$ cat src/rtl/ex_mem_pkg.sv
// Shared defines for the EX/MEM pipeline register slice: bus widths,
// NOP/bubble constants and the stall encoding reused by id_ex and mem_wb.
package ex_mem_pkg;

    localparam int DATA_W     = 32;
    localparam int REG_ADDR_W = 5;
    localparam int CNT_W      = 2;
    localparam int DBL_W      = 2 * DATA_W;
    localparam int BUB_W_DEF  = 16;

    typedef logic [DATA_W-1:0]     reg_bus_t;
    typedef logic [REG_ADDR_W-1:0] reg_addr_bus_t;
    typedef logic [DBL_W-1:0]      double_reg_bus_t;

    localparam reg_bus_t      ZeroWord     = '0;
    localparam reg_addr_bus_t NOPRegAddr   = '0;
    localparam logic          WriteEnable  = 1'b1;
    localparam logic          WriteDisable = 1'b0;
    localparam logic          RstEnable    = 1'b1;

    // Stall encoding, indexed as {stall_mem, stall_ex}. Stalls are monotone:
    // a stalled later stage implies every earlier stage is stalled too.
    localparam logic [1:0] STALL_NONE    = 2'b00;
    localparam logic [1:0] STALL_BUBBLE  = 2'b01;  // EX stalled, MEM free
    localparam logic [1:0] STALL_ILLEGAL = 2'b10;  // MEM stalled, EX running
    localparam logic [1:0] STALL_HOLD    = 2'b11;  // both stalled

    // Everything that travels from EX to MEM for the write-back path.
    typedef struct packed {
        reg_bus_t      wdata;
        reg_addr_bus_t waddr;
        logic          wr_en;
        reg_bus_t      hi;
        reg_bus_t      lo;
        logic          whilo;
    } stage_t;

    localparam stage_t STAGE_BUBBLE = '{
        wdata: ZeroWord, waddr: NOPRegAddr, wr_en: WriteDisable,
        hi: ZeroWord, lo: ZeroWord, whilo: WriteDisable
    };

endpackage

$ cat src/rtl/ex_mem_if.sv
// EX <-> MEM bus: EX-side results in, MEM-side registered copies out,
// plus the MADD/MSUB accumulator loop back to EX.
interface ex_mem_if;
    import ex_mem_pkg::*;

    reg_bus_t        ex_wdata;
    reg_addr_bus_t   ex_waddr;
    logic            ex_wr_en;
    reg_bus_t        ex_hi;
    reg_bus_t        ex_lo;
    logic            ex_whilo;
    double_reg_bus_t hilo_temp_i;
    logic [CNT_W-1:0] cnt_i;

    reg_bus_t        mem_wdata;
    reg_addr_bus_t   mem_waddr;
    logic            mem_wr_en;
    reg_bus_t        mem_hi;
    reg_bus_t        mem_lo;
    logic            mem_whilo;
    double_reg_bus_t hilo_temp_o;
    logic [CNT_W-1:0] cnt_o;

    // EX stage side: produces results, consumes the accumulator feedback.
    modport master (
        output ex_wdata, ex_waddr, ex_wr_en, ex_hi, ex_lo, ex_whilo,
               hilo_temp_i, cnt_i,
        input  mem_wdata, mem_waddr, mem_wr_en, mem_hi, mem_lo, mem_whilo,
               hilo_temp_o, cnt_o
    );

    // Pipeline register side.
    modport slave (
        input  ex_wdata, ex_waddr, ex_wr_en, ex_hi, ex_lo, ex_whilo,
               hilo_temp_i, cnt_i,
        output mem_wdata, mem_waddr, mem_wr_en, mem_hi, mem_lo, mem_whilo,
               hilo_temp_o, cnt_o
    );

endinterface

$ cat src/rtl/ex_mem.sv
// EX/MEM pipeline register. Priority: rst > flush > stall_mem > stall_ex.
// During an EX-only stall MEM gets a bubble while the partial MADD/MSUB
// product is looped back so EX can continue its multi-cycle op.
module ex_mem
    import ex_mem_pkg::*;
#(
    parameter int BUB_W = BUB_W_DEF
) (
    input  logic             clk,
    input  logic             rst,
    input  logic             stall_ex,
    input  logic             stall_mem,
    input  logic             flush,
    ex_mem_if.slave          bus,
    output logic [BUB_W-1:0] bubble_cnt
);

    stage_t           stage_d,  stage_q;
    double_reg_bus_t  hilo_temp_d, hilo_temp_q;
    logic [CNT_W-1:0] cnt_d, cnt_q;
    logic [BUB_W-1:0] bubble_d, bubble_q;
    logic             bubble_ins;
    stage_t           ex_stage;
    logic [1:0]       stall_code;

    assign ex_stage = '{
        wdata: bus.ex_wdata, waddr: bus.ex_waddr, wr_en: bus.ex_wr_en,
        hi: bus.ex_hi, lo: bus.ex_lo, whilo: bus.ex_whilo
    };
    assign stall_code = {stall_mem, stall_ex};

    // Next-state selection for the stage payload and accumulator loop.
    always_comb begin
        stage_d     = stage_q;
        hilo_temp_d = hilo_temp_q;
        cnt_d       = cnt_q;
        bubble_ins  = 1'b0;
        if (flush) begin
            stage_d     = STAGE_BUBBLE;
            hilo_temp_d = '0;
            cnt_d       = '0;
            bubble_ins  = 1'b1;
        end else begin
            case (stall_code)
                STALL_NONE: begin
                    stage_d     = ex_stage;
                    hilo_temp_d = '0;
                    cnt_d       = '0;
                end
                STALL_BUBBLE: begin
                    stage_d     = STAGE_BUBBLE;
                    hilo_temp_d = bus.hilo_temp_i;
                    cnt_d       = bus.cnt_i;
                    bubble_ins  = 1'b1;
                end
                // STALL_HOLD and the (controller-forbidden) STALL_ILLEGAL
                // both freeze everything.
                default: ;
            endcase
        end
    end

    // Debug bubble counter, sticks at all-ones instead of wrapping.
    always_comb begin
        bubble_d = bubble_q;
        if (bubble_ins && (bubble_q != {BUB_W{1'b1}}))
            bubble_d = bubble_q + BUB_W'(1);
    end

    // State registers with synchronous reset.
    always_ff @(posedge clk) begin
        if (rst == RstEnable) begin
            stage_q     <= STAGE_BUBBLE;
            hilo_temp_q <= '0;
            cnt_q       <= '0;
            bubble_q    <= '0;
        end else begin
            stage_q     <= stage_d;
            hilo_temp_q <= hilo_temp_d;
            cnt_q       <= cnt_d;
            bubble_q    <= bubble_d;
        end
    end

    assign bus.mem_wdata   = stage_q.wdata;
    assign bus.mem_waddr   = stage_q.waddr;
    assign bus.mem_wr_en   = stage_q.wr_en;
    assign bus.mem_hi      = stage_q.hi;
    assign bus.mem_lo      = stage_q.lo;
    assign bus.mem_whilo   = stage_q.whilo;
    assign bus.hilo_temp_o = hilo_temp_q;
    assign bus.cnt_o       = cnt_q;
    assign bubble_cnt      = bubble_q;

endmodule

$ cat src/flat_wrapper.sv
// flat-port wrapper written by rule: the top's interface ports become plain ports
module ex_mem_flat import ex_mem_pkg::*;
#(
    parameter int BUB_W = BUB_W_DEF
)
  (clk, rst, stall_ex, stall_mem, flush, bubble_cnt, bus_ex_wdata, bus_ex_waddr, bus_ex_wr_en, bus_ex_hi, bus_ex_lo, bus_ex_whilo, bus_hilo_temp_i, bus_cnt_i, bus_mem_wdata, bus_mem_waddr, bus_mem_wr_en, bus_mem_hi, bus_mem_lo, bus_mem_whilo, bus_hilo_temp_o, bus_cnt_o);
  ex_mem_if bus_i ();
  input  logic clk;
  input  logic rst;
  input  logic stall_ex;
  input  logic stall_mem;
  input  logic flush;
  output logic [BUB_W-1:0] bubble_cnt;
  input wire logic [$bits(bus_i.ex_wdata)-1:0] bus_ex_wdata;
  input wire logic [$bits(bus_i.ex_waddr)-1:0] bus_ex_waddr;
  input wire logic [$bits(bus_i.ex_wr_en)-1:0] bus_ex_wr_en;
  input wire logic [$bits(bus_i.ex_hi)-1:0] bus_ex_hi;
  input wire logic [$bits(bus_i.ex_lo)-1:0] bus_ex_lo;
  input wire logic [$bits(bus_i.ex_whilo)-1:0] bus_ex_whilo;
  input wire logic [$bits(bus_i.hilo_temp_i)-1:0] bus_hilo_temp_i;
  input wire logic [$bits(bus_i.cnt_i)-1:0] bus_cnt_i;
  output wire logic [$bits(bus_i.mem_wdata)-1:0] bus_mem_wdata;
  output wire logic [$bits(bus_i.mem_waddr)-1:0] bus_mem_waddr;
  output wire logic [$bits(bus_i.mem_wr_en)-1:0] bus_mem_wr_en;
  output wire logic [$bits(bus_i.mem_hi)-1:0] bus_mem_hi;
  output wire logic [$bits(bus_i.mem_lo)-1:0] bus_mem_lo;
  output wire logic [$bits(bus_i.mem_whilo)-1:0] bus_mem_whilo;
  output wire logic [$bits(bus_i.hilo_temp_o)-1:0] bus_hilo_temp_o;
  output wire logic [$bits(bus_i.cnt_o)-1:0] bus_cnt_o;
  assign bus_i.ex_wdata = bus_ex_wdata;
  assign bus_i.ex_waddr = bus_ex_waddr;
  assign bus_i.ex_wr_en = bus_ex_wr_en;
  assign bus_i.ex_hi = bus_ex_hi;
  assign bus_i.ex_lo = bus_ex_lo;
  assign bus_i.ex_whilo = bus_ex_whilo;
  assign bus_i.hilo_temp_i = bus_hilo_temp_i;
  assign bus_i.cnt_i = bus_cnt_i;
  assign bus_mem_wdata = bus_i.mem_wdata;
  assign bus_mem_waddr = bus_i.mem_waddr;
  assign bus_mem_wr_en = bus_i.mem_wr_en;
  assign bus_mem_hi = bus_i.mem_hi;
  assign bus_mem_lo = bus_i.mem_lo;
  assign bus_mem_whilo = bus_i.mem_whilo;
  assign bus_hilo_temp_o = bus_i.hilo_temp_o;
  assign bus_cnt_o = bus_i.cnt_o;
  ex_mem #(.BUB_W(BUB_W)) u_core (.clk(clk), .rst(rst), .stall_ex(stall_ex), .stall_mem(stall_mem), .flush(flush), .bus(bus_i), .bubble_cnt(bubble_cnt));
endmodule
$ cat config.mk
export PLATFORM = sky130hd
export DESIGN_NAME = ex_mem_flat
export DESIGN_NICKNAME = d
export VERILOG_FILES = /design/src/rtl/ex_mem_pkg.sv /design/src/rtl/ex_mem_if.sv /design/src/rtl/ex_mem.sv /design/src/flat_wrapper.sv
export SDC_FILE = /design/constraint.sdc
export NUM_CORES = 1
export LEC_CHECK = 0
export CORE_AREA = 2 2 141 143
export DETAILED_ROUTE_END_ITERATION = 16
export DIE_AREA = 0 0 143 145
export PLACE_DENSITY_LB_ADDON = 0.08
export SLEW_MARGIN = 20
export SYNTH_ARGS = -nofsm -noshare
export SYNTH_HDL_FRONTEND = slang
export SYNTH_SLANG_ARGS = --single-unit
$ cat constraint.sdc
create_clock -name clk -period 2.4 [get_ports clk]
set_clock_uncertainty 0.1 [all_clocks]
set_input_delay 0.48 -clock clk [delete_from_list [all_inputs] [get_ports clk]]
set_output_delay 0.48 -clock clk [all_outputs]
set_load 0.03 [all_outputs]
==> flow_summary.json, run 1 <==
{
  "syn_area_sq_um": 6410,
  "cp.required_ps": 1820,
  "cts_hold_buf": 0,
  "synth-main-ff-cell": "dfxtp_1",
  "crit_slowest_cell": "clkdlybuf4s50_1",
  "peakVddDrop_uv": 448,
  "final_cell_mix": "clkdlybuf4s50_1 (357), dfxtp_1 (185), nor2_1 (171)",
  "n_fill_cell": 1761,
  "cp_num_buf_inv": 1,
  "postSynth.asyncResetShare_pct": 0,
  "syn_area_per_cell_sq_um": 9.68,
  "start_util_pct": 33.4,
  "ctsResizeCount": 0,
  "post_drt_wl_per_cell_um": 17.2,
  "die-height_um": 145,
  "drc_errors": 0,
  "place_hpwl_um": 15400,
  "cts_sinks": 185,
  "drt_iter0_drc": 320,
  "synth_edf_count": 0,
  "cp_top_family": "buffers and inverters",
  "drive_gt1_share_pct": 6.04,
  "core_area_sq_um": 19200,
  "drv_slew": 0,
  "ys_seq_area_share_pct": 57.8,
  "endpoint_kind": "primary output",
  "htreeDepth": 4,
  "grt_pass1_vias": 6052,
  "rows": 51,
  "postCtsSetupRepairBufs": 0,
  "ant_nets": 0,
  "overflow": 0,
  "gp_congestion": 0.773,
  "syn-instance-count": 662,
  "setup_violations": 0,
  "cts_buffers": 17,
  "vias": 6230,
  "dpl_cell_area_sq_um": 10300,
  "hold_viol_final": 0,
  "grtUsageTotal_pct": 20.7,
  "dr.pass1.iters": 5,
  "worstHoldPathType": "flop to flop",
  "cts_buffer_depth": 2,
  "status": "complete, no violations",
  "grt_first_pass_wirelength_um": 34000,
  "worst_slew_pin_slew_ps": 1020,
  "diodes": 0,
  "vias_per_cell": 4.89,
  "cp-start-kind": "flop",
  "slew_headroom_pct": 31.9,
  "area.growth.synth_to_final_pct": 71.0,
  "synthDistinctLibCells": 38,
  "syn_nets": 837,
  "drt-total-wl_um": 21900,
  "grt_setup_unrepaired": "no",
  "die-width_um": 143,
  "layout_commonest_cell": "clkdlybuf4s50_1",
  "antenna_found_initial": 0,
  "critPathMaxFanout": 7,
  "cts_tree": "yes",
  "port_buffers": 358,
  "ios": 359,
  "fin_crit_ps": 2230,
  "hold-worst-slack_ps": 402,
  "insertion_delay_ps": 420,
  "critPathArrivalTime_ps": 1650,
  "p_leak_nw": 3.86,
  "final.setup.tns_ps": 0,
  "fin_area_sq_um": 11000,
  "crit_type": "flop to primary output",
  "synth-seq-cells": 185,
  "root_buffer": "clkbuf_16",
  "grt_max_degree": 95,
  "period_share_pct": 92.9,
  "crit_chain": "clkdlybuf4s50_1",
  "max-cap-violations": 0,
  "fmaxAchievable_ghz": 0.448,
  "cellPowerDensity_nw_per_um2": 644,
  "max_stage_delay_ps": 740,
  "die-area_sq_um": 20700,
  "yosys_warnings": 0,
  "clkTransAtPathRegs_ps": 60,
  "nets": 1173
}
-- stage by stage --
stage | setup slack [ps] | power (mW) | cells | utilization, %
detailed placement | 76.3 | 4.09 | 1244 | 53.7
global placement | 111 | 4.08 | 1244 | 53.7
finish | 170 | 7.06 | 1275 | 57.0
floorplan | 396 | 3.59 | 662 | -
global route | 89.7 | 7.33 | 1275 | 57.0
CTS | 130 | 7.14 | 1275 | 57.0
-- cells in the mapped netlist, types with 3 or more instances --
cell type / number / area (sq um)
inv_1: 3 / 11.3
nand2_1: 4 / 15.0
o21ai_0: 4 / 20.0
clkbuf_1: 55 / 206
buf_6: 3 / 33.8
a22oi_1: 169 / 1270
or3_1: 3 / 18.8
nor2_1: 172 / 646
dfxtp_1: 185 / 3700
a21oi_1: 11 / 55.1
nand4_1: 5 / 31.3
o31ai_1: 8 / 60.1
nand3_1: 3 / 15.0
or4_1: 8 / 60.1
-- state kept, by name, summed over array words and instances, names as in the netlist --
register	flops
u_core.bus.mem_lo	32
u_core.bus.mem_wr_en	1
u_core.bubble_cnt	16
u_core.bus.mem_wdata	32
u_core.bus.cnt_o	2
u_core.bus.hilo_temp_o	64
u_core.bus.mem_whilo	1
u_core.bus.mem_waddr	5
u_core.bus.mem_hi	32
-- worst paths after layout --
| kind | startpoint | endpoint | slack (ps) | cells after the start |
|---|---|---|---|---|
| hold reg to reg | u_core.bus.mem_hi[12]$_SDFFE_PP0P_ | u_core.bus.mem_hi[12]$_SDFFE_PP0P_ | 400 | 2 |
| setup reg to reg | u_core.bubble_cnt[5]$_SDFFE_PP0P_ | u_core.bubble_cnt[15]$_SDFFE_PP0P_ | 420 | 4 |
| setup / recovery | u_core.bubble_cnt[5]$_SDFFE_PP0P_ | bubble_cnt[5] | 170 | 1 |
| hold / removal | u_core.bus.mem_hi[12]$_SDFFE_PP0P_ | u_core.bus.mem_hi[12]$_SDFFE_PP0P_ | 400 | 2 |
-- area by class of cell --
class                      instances  area (sq um)  area share [%]
clock buffer                      19           453            4.13
inverter                           3          11.3           0.103
clock inverter                    12           185            1.69
sequential                       185          3700            33.8
tap                              265           332            3.03
timing repair buffer             378          3820            34.9
multi-input combinational        413          2450            22.4
-- kinds of logic after synthesis --
group	share of synthesized area [%]
compound gates	23.3
mux	0.176
buf+inv	4.18
fa+ha+maj	0.195
simple gates	14.3
flops	57.8
-- power by group --
part	internal [mW]	total [mW]	switching (mW)	leakage (nW)
clock network	1.81	3.04	1.23	0.311
logic	0.451	0.850	0.399	2.05
registers	3.13	3.16	0.0336	1.50
total	5.39	7.06	1.66	3.86
-- per-layer routing --
metal | GRT usage, % | vias up | share of wire (%)
met1 | 25.0 | 2899 | 42
met2 | 32.9 | 250 | 47
li1 | - | 3053 | -
met3 | 8.78 | 28 | 10
met5 | 0 | - | 0
met4 | 6.78 | 0 | 1.9
No activity file was read; power rests on OpenSTA's default activity.
==> run 2: changes to the inputs <==
Settings changed: SLEW_MARGIN 20 to 15.
==> results of run 2 <==
Final layout, timing and power as in run 1 (identical DEF).
